--- config.mk ---
export PLATFORM = sky130hd
export DESIGN_NAME = sp_mac_scheduler
export DESIGN_NICKNAME = d
export VERILOG_FILES = /design/src/rtl/sp_mac_pkg.sv /design/src/rtl/sp_mac_operand_reg.sv /design/src/rtl/sp_mac_scheduler.sv
export SDC_FILE = /design/constraint.sdc
export NUM_CORES = 1
export LEC_CHECK = 0
export BUFFER_PORTS_ARGS = -buffer_cell sky130_fd_sc_hd__buf_2
export CAP_MARGIN = 30
export CORE_ASPECT_RATIO = 1.25
export CORE_MARGIN = 3
export CORE_UTILIZATION = 45
export CTS_CLUSTER_SIZE = 12
export DETAILED_ROUTE_END_ITERATION = 16
export PLACE_DENSITY = 0.69
export SYNTH_ARGS = -nofsm -noshare
export SYNTH_HDL_FRONTEND = slang
export SYNTH_SLANG_ARGS = --single-unit
--- constraint.sdc ---
create_clock -name clk -period 2.24 [get_ports clk]
set_input_delay 0.336 -clock clk [delete_from_list [all_inputs] [get_ports clk]]
set_output_delay 0.336 -clock clk [all_outputs]
set_load 0.01 [all_outputs]
--- src/rtl/sp_mac_pkg.sv ---
// rtl/sp_mac_pkg.sv - shared types and constants for the systolic MAC scheduler
package sp_mac_pkg;

  localparam int A_W    = 4;
  localparam int B_W    = 8;
  localparam int MIX_W  = 9;
  localparam int ACC_W  = 26;
  localparam int PROD_W = 13;
  // Longest job a 26-bit accumulator absorbs at full 13-bit product magnitude.
  localparam int KLIMIT = 1 << (ACC_W - PROD_W);

  typedef enum logic [2:0] {
    ST_IDLE,
    ST_LOAD,
    ST_STREAM,
    ST_FLUSH,
    ST_DONE
  } sched_state_t;

  function automatic logic [MIX_W-1:0] mix_sum(input logic [B_W-1:0] b1, input logic [B_W-1:0] b2);
    return {b1[B_W-1], b1} + {b2[B_W-1], b2};
  endfunction

endpackage

--- src/rtl/sp_mac_operand_reg.sv ---
// rtl/sp_mac_operand_reg.sv - registered row-0 operand/mix/pulse/clear stage; zero forces a flush beat
module sp_mac_operand_reg
  import sp_mac_pkg::*;
(
  input  logic             clk,
  input  logic             reset_n,
  input  logic             load,
  input  logic             zero,
  input  logic             clear_req,
  input  logic [A_W-1:0]   a1,
  input  logic [A_W-1:0]   a2,
  input  logic [B_W-1:0]   b1,
  input  logic [B_W-1:0]   b2,
  output logic             mac_pulse,
  output logic             mac_clear,
  output logic [A_W-1:0]   mac_a1,
  output logic [A_W-1:0]   mac_a2,
  output logic [B_W-1:0]   mac_b1,
  output logic [B_W-1:0]   mac_b2,
  output logic [MIX_W-1:0] mac_mix
);

  always_ff @(posedge clk or negedge reset_n) begin
    if (!reset_n) begin
      mac_pulse <= 1'b0;
      mac_clear <= 1'b0;
      mac_a1    <= '0;
      mac_a2    <= '0;
      mac_b1    <= '0;
      mac_b2    <= '0;
      mac_mix   <= '0;
    end else begin
      mac_pulse <= load | zero;
      mac_clear <= clear_req;
      if (zero) begin
        mac_a1  <= '0;
        mac_a2  <= '0;
        mac_b1  <= '0;
        mac_b2  <= '0;
        mac_mix <= '0;
      end else if (load) begin
        mac_a1  <= a1;
        mac_a2  <= a2;
        mac_b1  <= b1;
        mac_b2  <= b2;
        mac_mix <= mix_sum(b1, b2);
      end
    end
  end

endmodule

--- src/rtl/sp_mac_scheduler.sv ---
// rtl/sp_mac_scheduler.sv - job sequencer for a CHAIN_LEN systolic MAC chain; SP_MAC_SCHED_KLIMIT_EN rejects long jobs
module sp_mac_scheduler
  import sp_mac_pkg::*;
#(
  parameter int CHAIN_LEN = 4,
  parameter int K_W       = 16
) (
  input  logic             clk,
  input  logic             reset_n,
  input  logic             start,
  input  logic [K_W-1:0]   k_len,
  output logic             busy,
  output logic             err,
  input  logic             in_valid,
  output logic             in_ready,
  input  logic [A_W-1:0]   in_a1,
  input  logic [A_W-1:0]   in_a2,
  input  logic [B_W-1:0]   in_b1,
  input  logic [B_W-1:0]   in_b2,
  output logic             mac_pulse,
  output logic             mac_clear,
  output logic [A_W-1:0]   mac_a1,
  output logic [A_W-1:0]   mac_a2,
  output logic [B_W-1:0]   mac_b1,
  output logic [B_W-1:0]   mac_b2,
  output logic [MIX_W-1:0] mac_mix,
  output logic             res_valid,
  input  logic             res_ready,
  output logic [K_W-1:0]   beat_cnt
);

  localparam int FL_W = (CHAIN_LEN > 2) ? $clog2(CHAIN_LEN - 1) : 1;
  localparam logic [FL_W-1:0] FL_LAST = FL_W'((CHAIN_LEN > 1) ? CHAIN_LEN - 2 : 0);
  localparam sched_state_t POST_STREAM = (CHAIN_LEN > 1) ? ST_FLUSH : ST_DONE;

  sched_state_t    state;
  logic [K_W-1:0]  k_reg;
  logic [FL_W-1:0] flush_cnt;
  logic [K_W-1:0]  beat_nxt;
  logic            beat;
  logic            k_reject;

  assign beat     = in_valid & in_ready;
  assign beat_nxt = beat_cnt + 1'b1;

`ifdef SP_MAC_SCHED_KLIMIT_EN
  assign k_reject = (32'(k_len) > KLIMIT);

  always_ff @(posedge clk or negedge reset_n) begin
    if (!reset_n) err <= 1'b0;
    else          err <= (state == ST_IDLE) && start && k_reject;
  end
`else
  assign k_reject = 1'b0;
  assign err      = 1'b0;
`endif

  always_ff @(posedge clk or negedge reset_n) begin
    if (!reset_n) begin
      state     <= ST_IDLE;
      busy      <= 1'b0;
      in_ready  <= 1'b0;
      res_valid <= 1'b0;
      beat_cnt  <= '0;
      k_reg     <= '0;
      flush_cnt <= '0;
    end else begin
      case (state)
        ST_IDLE: begin
          if (start && !k_reject) begin
            k_reg <= k_len;
            busy  <= 1'b1;
            state <= ST_LOAD;
          end
        end
        ST_LOAD: begin
          beat_cnt  <= '0;
          flush_cnt <= '0;
          if (k_reg == '0) begin
            state <= POST_STREAM;
          end else begin
            in_ready <= 1'b1;
            state    <= ST_STREAM;
          end
        end
        ST_STREAM: begin
          if (beat) begin
            beat_cnt <= beat_nxt;
            if (beat_nxt == k_reg) begin
              in_ready <= 1'b0;
              state    <= POST_STREAM;
            end
          end
        end
        ST_FLUSH: begin
          if (flush_cnt == FL_LAST) state <= ST_DONE;
          else                      flush_cnt <= flush_cnt + 1'b1;
        end
        ST_DONE: begin
          // One settling cycle so res_valid lands after the final registered pulse.
          if (!res_valid) begin
            res_valid <= 1'b1;
          end else if (res_ready) begin
            res_valid <= 1'b0;
            busy      <= 1'b0;
            state     <= ST_IDLE;
          end
        end
        default: state <= ST_IDLE;
      endcase
    end
  end

  sp_mac_operand_reg u_opreg (
    .clk       (clk),
    .reset_n   (reset_n),
    .load      (beat),
    .zero      (state == ST_FLUSH),
    .clear_req (state == ST_LOAD),
    .a1        (in_a1),
    .a2        (in_a2),
    .b1        (in_b1),
    .b2        (in_b2),
    .mac_pulse (mac_pulse),
    .mac_clear (mac_clear),
    .mac_a1    (mac_a1),
    .mac_a2    (mac_a2),
    .mac_b1    (mac_b1),
    .mac_b2    (mac_b2),
    .mac_mix   (mac_mix)
  );

endmodule

### After elaboration in Yosys (flattened, before gate mapping)

Index checks and enable logic that the tools add are counted.

| operators by class | value |
|---|---|
| div/mod/pow operators | 0 |
| shift-type cells | 0 |
| $lt $le $gt $ge | 0 |
| equality and inequality tests | 14 |
| mux-type cells | 32 |
| reduce and logical (&&, ||, !) cells | 12 |
| add/subtract/negate cells | 3 |
| multiply operators | 0 |
| bitwise logic cells | 2 |

Operator list:

| operator | count |
|---|---|
| $mux 8 | 4 |
| $pmux 16 s2 | 1 |
| $mux 3 | 6 |
| $mux 9 | 2 |
| $add 16x1->16 const B | 1 |
| $eq 16x16->1 | 1 |
| $logic_not 16->1 | 1 |
| $mux 16 | 1 |
| $mux 4 | 4 |
| $pmux 3 s5 | 1 |
| $ne 2x2->1 const B | 7 |
| $add 8x8->9 | 1 |
| $mux 1 | 9 |
| $reduce_and 4->1 | 2 |
| $reduce_bool 2->1 | 4 |
| $eq 3x2->1 const B | 2 |
| $reduce_and 2->1 | 3 |
| $reduce_and 6->1 | 1 |
| $pmux 1 s2 | 2 |
| $pmux 2 s2 | 1 |
| $eq 3x1->1 const B | 1 |
| $eq 3x3->1 const B | 1 |
| $logic_not 3->1 | 1 |
| $add 2x1->2 const B | 1 |
| other kinds (5) | 5 |

| storage, ports and cells | value |
|---|---|
| ROM bits | 0 |
| output and inout bits | 55 |
| bits in writable memories | 0 |
| input bits | 45 |
| bits in latches | 0 |
| register bits after elaboration | 75 |
| logic and storage cells | 77 |
| memories | 0 |

### Depth between registers and ports, before layout

| logic depth | value |
|---|---|
| word-level depth | 5 |
| mapped depth | 9 |
| mapped depth without buffers | 8 |

### Modules after synthesis

A second synthesis with hierarchy kept.

| unflattened totals | value |
|---|---|
| cell total of the unflattened synthesis | 399 |
| area, all modules | 4016.4 um^2 |

Modules (own cells, without submodules):

| module | cells an instance | instances | seq. area each (um^2) | area an instance (um^2) |
|---|---|---|---|---|
| sp_mac_scheduler | 241 | 1 | 1001.0 | 2269.7 |
| sp_mac_operand_reg | 158 | 1 | 875.8 | 1746.7 |

### Worst setup path before layout

OpenSTA, ideal clock, no wires.

| timing | value |
|---|---|
| kind | input -> register |
| from | input port in_b1[0] |
| to | register u_opreg.mac_mix[8] |
| library setup time | 0.077 ns |
| stages on the path | 8 |
| data required time | 2.163 ns |
| path slack | 0.051 ns |
| path buffers | 0 |
| arrival time | 2.112 ns |
| path through | ha_1 -> fa_1 -> a21o_1 -> a21oi_2 -> nor2b_1 -> o311a_1 -> or4_1 -> a21oi_1 |

| between the ends | value |
|---|---|
| longest elaborated chain between the ends | 3 |

Ends and longest elaborated chain:

| item | line | source |
|---|---|---|
| from (decl) | sp_mac_scheduler.sv:18 | `input logic [B_W-1:0] in_b1,` |
| $add 8x8->9 | sp_mac_pkg.sv:21 | `return {b1[B_W-1], b1} + {b2[B_W-1], b2};` |
| $mux 9 | sp_mac_operand_reg.sv:41 | `end else if (load) begin` |
| $mux 9 | sp_mac_operand_reg.sv:35 | `if (zero) begin` |
| to (signal assigned) | sp_mac_operand_reg.sv:46 | `mac_mix <= mix_sum(b1, b2);` |
| to (decl) | sp_mac_operand_reg.sv:20 | `output logic [MIX_W-1:0] mac_mix` |

Every way passes these cells. The select of a mux whose other input is x is not followed.
A chain may end at the register's enable or synchronous reset.

### Worst setup path after layout

| timing | value |
|---|---|
| from | register beat_cnt[1] |
| to | register state[0] |

| between the ends | value |
|---|---|
| longest elaborated chain between the ends | 4 |

Ends and longest elaborated chain:

| item | line | source |
|---|---|---|
| from (decl) | sp_mac_scheduler.sv:29 | `output logic [K_W-1:0] beat_cnt` |
| from (signal assigned) | sp_mac_scheduler.sv:88 | `beat_cnt <= beat_nxt;` |
| $add 16x1->16 | sp_mac_scheduler.sv:44 | `assign beat_nxt = beat_cnt + 1'b1;` |
| $eq 16x16->1 | sp_mac_scheduler.sv:89 | `if (beat_nxt == k_reg) begin` |
| $ne 2x2->1 (no line) | n/a |  |
| $reduce_and 6->1 (no line) | n/a |  |
| to (signal assigned) | sp_mac_scheduler.sv:60 | `state <= ST_IDLE;` |
| to (signal assigned) | sp_mac_scheduler.sv:91 | `state <= POST_STREAM;` |
| to (signal assigned) | sp_mac_scheduler.sv:96 | `if (flush_cnt == FL_LAST) state <= ST_DONE;` |
| to (decl) | sp_mac_scheduler.sv:36 | `sched_state_t state;` |

Every way passes these cells.

==> out/qor.yml <==
cells_and_area:
  final_cells: 647
  area_delta_synth_final_pct: 21.7
  num_antenna_cells: 0
  fin_nets: 582
  drive_gt1_frac: 0.311
  fin_area_mm2: 0.00486
  final_common_cell: "buf_2"
  layout_common_cells: "buf_2, nand2_1, dfrtp_1"
hold_path:
  whs_path_depth: 3
  min_path_type: "in -> reg"
  holdPathEnd: "u_opreg.mac_a2[3]"
  min-delay-start: "in_a2[3]"
routing:
  wl_met3_um: 600
  final_antenna_net_count: 0
  wl_um: 9970
  drc_errors: 0
  vias: 3496
  wl_met2_um: 5130
  top_layer: "met4"
  viasPerCell: 5.40
  wl_met1_um: 4120
  dr.pass1.iters: 5
  drt-initial-drc-count: 206
  wl_per_cell_um: 15.4
synthesis:
  netlist_instances: 425
  synth_top_area_frac: 0.470
  syn-cell-area_mm2: 0.00399
  synth_nets: 481
  syn_avg_cell_area_um2: 9.40
  synthFlopType: "dfrtp_1"
  synth_edf_count: 0
  yosys_warnings: 0
  synth-seq-cells: 75
  synth_top_cell_by_area: "dfrtp_1"
  ys_seq_area_frac: 0.470
  yosysUniqueCellTypes: 57
  synthArstFlopShare: 1.00
  synth_area_leaders: "dfrtp_1, nand2_1, a21oi_1"
pwr:
  peakVddDrop_mv: 0.464
  seqPwrFrac: 0.427
  p_leak_nw: 2.28
  power_frac_comb: 0.366
  p_sw_frac: 0.374
  clock_power_share: 0.207
  power.density_mw_per_mm2: 1030
  p_int_mw: 3.13
  p_switching_mw: 1.87
timing:
  fmax_ghz: 0.481
  slew_violations: 0
  grt_setup_unrepaired: "no"
  worstMarginPinSlew_ns: 0.627
  fin_crit_sh: 0.929
  finalCriticalPeriod_ns: 2.08
  hold_viol: 0
  worst_clock_skew_ns: 0.00862
  slew_headroom: 0.582
  setup_viol: 0
  holdWs_ns: 0.215
cts:
  cts_tree: "done"
  post-cts-setup-buffer-count: 0
  clockBufferDepth: 2
  path_clk_slew_ns: 0.08
  cts.sinks: 75
  htreeDepth: 3
  cts-buffers-inserted: 9
  clk_latency_ns: 0.35
  cts_root_buf: "clkbuf_8"
worst_setup_path:
  reg2reg_depth: 7
  crit_required_ns: 2.50
  crit_fanout: 5
  critPathKind: "reg -> reg"
  end_kind: "flop"
  r2r_setup_slack_ns: 0.16
  arrival_ns: 2.35
  r2r-end: "state[0]"
  cp-start-kind: "flop"
  r2r_start: "beat_cnt[1]"
floorplanning:
  die_w_um: 90.3
  initial_core_util: 0.474
  dieArea_mm2: 0.0100
  core_mm2: 0.00843
  fp.dieH_um: 111
  io_pins: 100
  row_count: 37
global_route:
  grt_pass1_wl_um: 16600
  grt_start_max_net_pins: 44
  grt_overflow: 0
  antenna_found_initial: 0
  grt_pass1_vias: 3447
  grt_use_total: 0.202
placement:
  placed_area_mm2: 0.00466
  place_congestion: 0.866
  numPlacedInstances: 631
  place.detailed.hpwl_um: 7370
  portBuffers: 98
run_status:
  status: "complete, no violations"
job:
  maxCapViolations: 0
area by class of cell:
cell class | count | area (µm²)
sequential | 75 | 1880
multi-input combinational | 320 | 1990
timing repair buffer | 113 | 633
clock buffer | 9 | 124
fill | 801 | 3560
inverter | 7 | 27.5
clock inverter | 6 | 65.1
tap | 117 | 146
stage by stage:
step                utilization  TNS, ns  setup slack (ns)  total power, mW
finish                    0.577        0             0.159             5.00
global route              0.577        0           0.00863             5.37
CTS                       0.577        0             0.136             5.05
detailed placement        0.553   -0.163            -0.163             4.01
global placement          0.553   -0.125            -0.125             3.94
floorplan                     -        0            0.0508             3.32
synth_stat cells (3+ instances only):
cell type	n
inv_1	5
nand3_2	3
nand3_1	9
o31ai_1	9
nor4_1	5
o211ai_1	4
dfrtp_1	75
xor2_1	6
nand2_1	84
nand4_1	5
ha_1	10
o21ai_0	27
nor3_1	9
a31oi_1	4
xnor2_1	21
a21oi_1	42
mux2_2	16
nor2_1	19
and2_1	5
buf_2	6
clkbuf_1	14
power by group through the flow:
| stage | Combinational, mW | Sequential [mW] | Clock, mW |
|---|---|---|---|
| final | 1.83 | 2.14 | 1.03 |
| after global routing | 2.05 | 2.20 | 1.12 |
| after CTS | 1.85 | 2.14 | 1.06 |
| after detailed placement | 1.85 | 2.16 | 0 |
| after global placement | 1.79 | 2.15 | 0 |
| after floorplan | 1.13 | 2.19 | 0 |
logic make-up (layout without fill, tap and decap cells):
group                    Yosys count  after routing  synth area share
AND/OR/NAND/NOR                  162            162             0.201
other                              1              1          0.000939
flip-flops                        75             75             0.470
AO/OA/AOI/OAI                    101            101             0.149
XOR/XNOR                          27             27            0.0592
buffers and inverters             30            135            0.0335
adder cells (fa/ha/maj)           11             11            0.0363
multiplexers                      18             18            0.0501
worst max-delay path, cell delays in order (launching register included):
cell	delay (ns)
dfrtp_1	0.44
ha_1	0.24
nand4_2	0.21
nor4_4	0.38
xnor2_1	0.18
o211ai_2	0.14
nor4b_2	0.27
o2bb2ai_1	0.14
metal layers:
| layer | track usage | vias up |
|---|---|---|
| met3 | 0.0541 | 8 |
| met4 | 0.0521 | 0 |
| met1 | 0.248 | 1702 |
| li1 | - | 1685 |
| met5 | 0 | - |
| met2 | 0.353 | 101 |
worst max-delay path by stage:
| stage | from | to | slack [ns] |
|---|---|---|---|
| after global routing | beat_cnt[1] | state[0] | 0.009 |
| after CTS | beat_cnt[1] | state[0] | 0.14 |
| after global placement | in_b1[0] | u_opreg.mac_mix[8] | -0.12 |
| after floorplan | in_b1[0] | u_opreg.mac_mix[8] | 0.05 |
| after detailed placement | in_b1[0] | u_opreg.mac_mix[8] | -0.16 |
| final | beat_cnt[1] | state[0] | 0.16 |
what timing repair did:
| action | 4_1_cts | 5_1_grt |
|---|---|---|
| hold buffers | 1 | 0 |
| setup endpoints to repair | 0 | 5 |
| resized for setup | 0 | 1 |
| endpoints found under the hold margin | 40 | 0 |
Power figures use the tool's default switching activity.
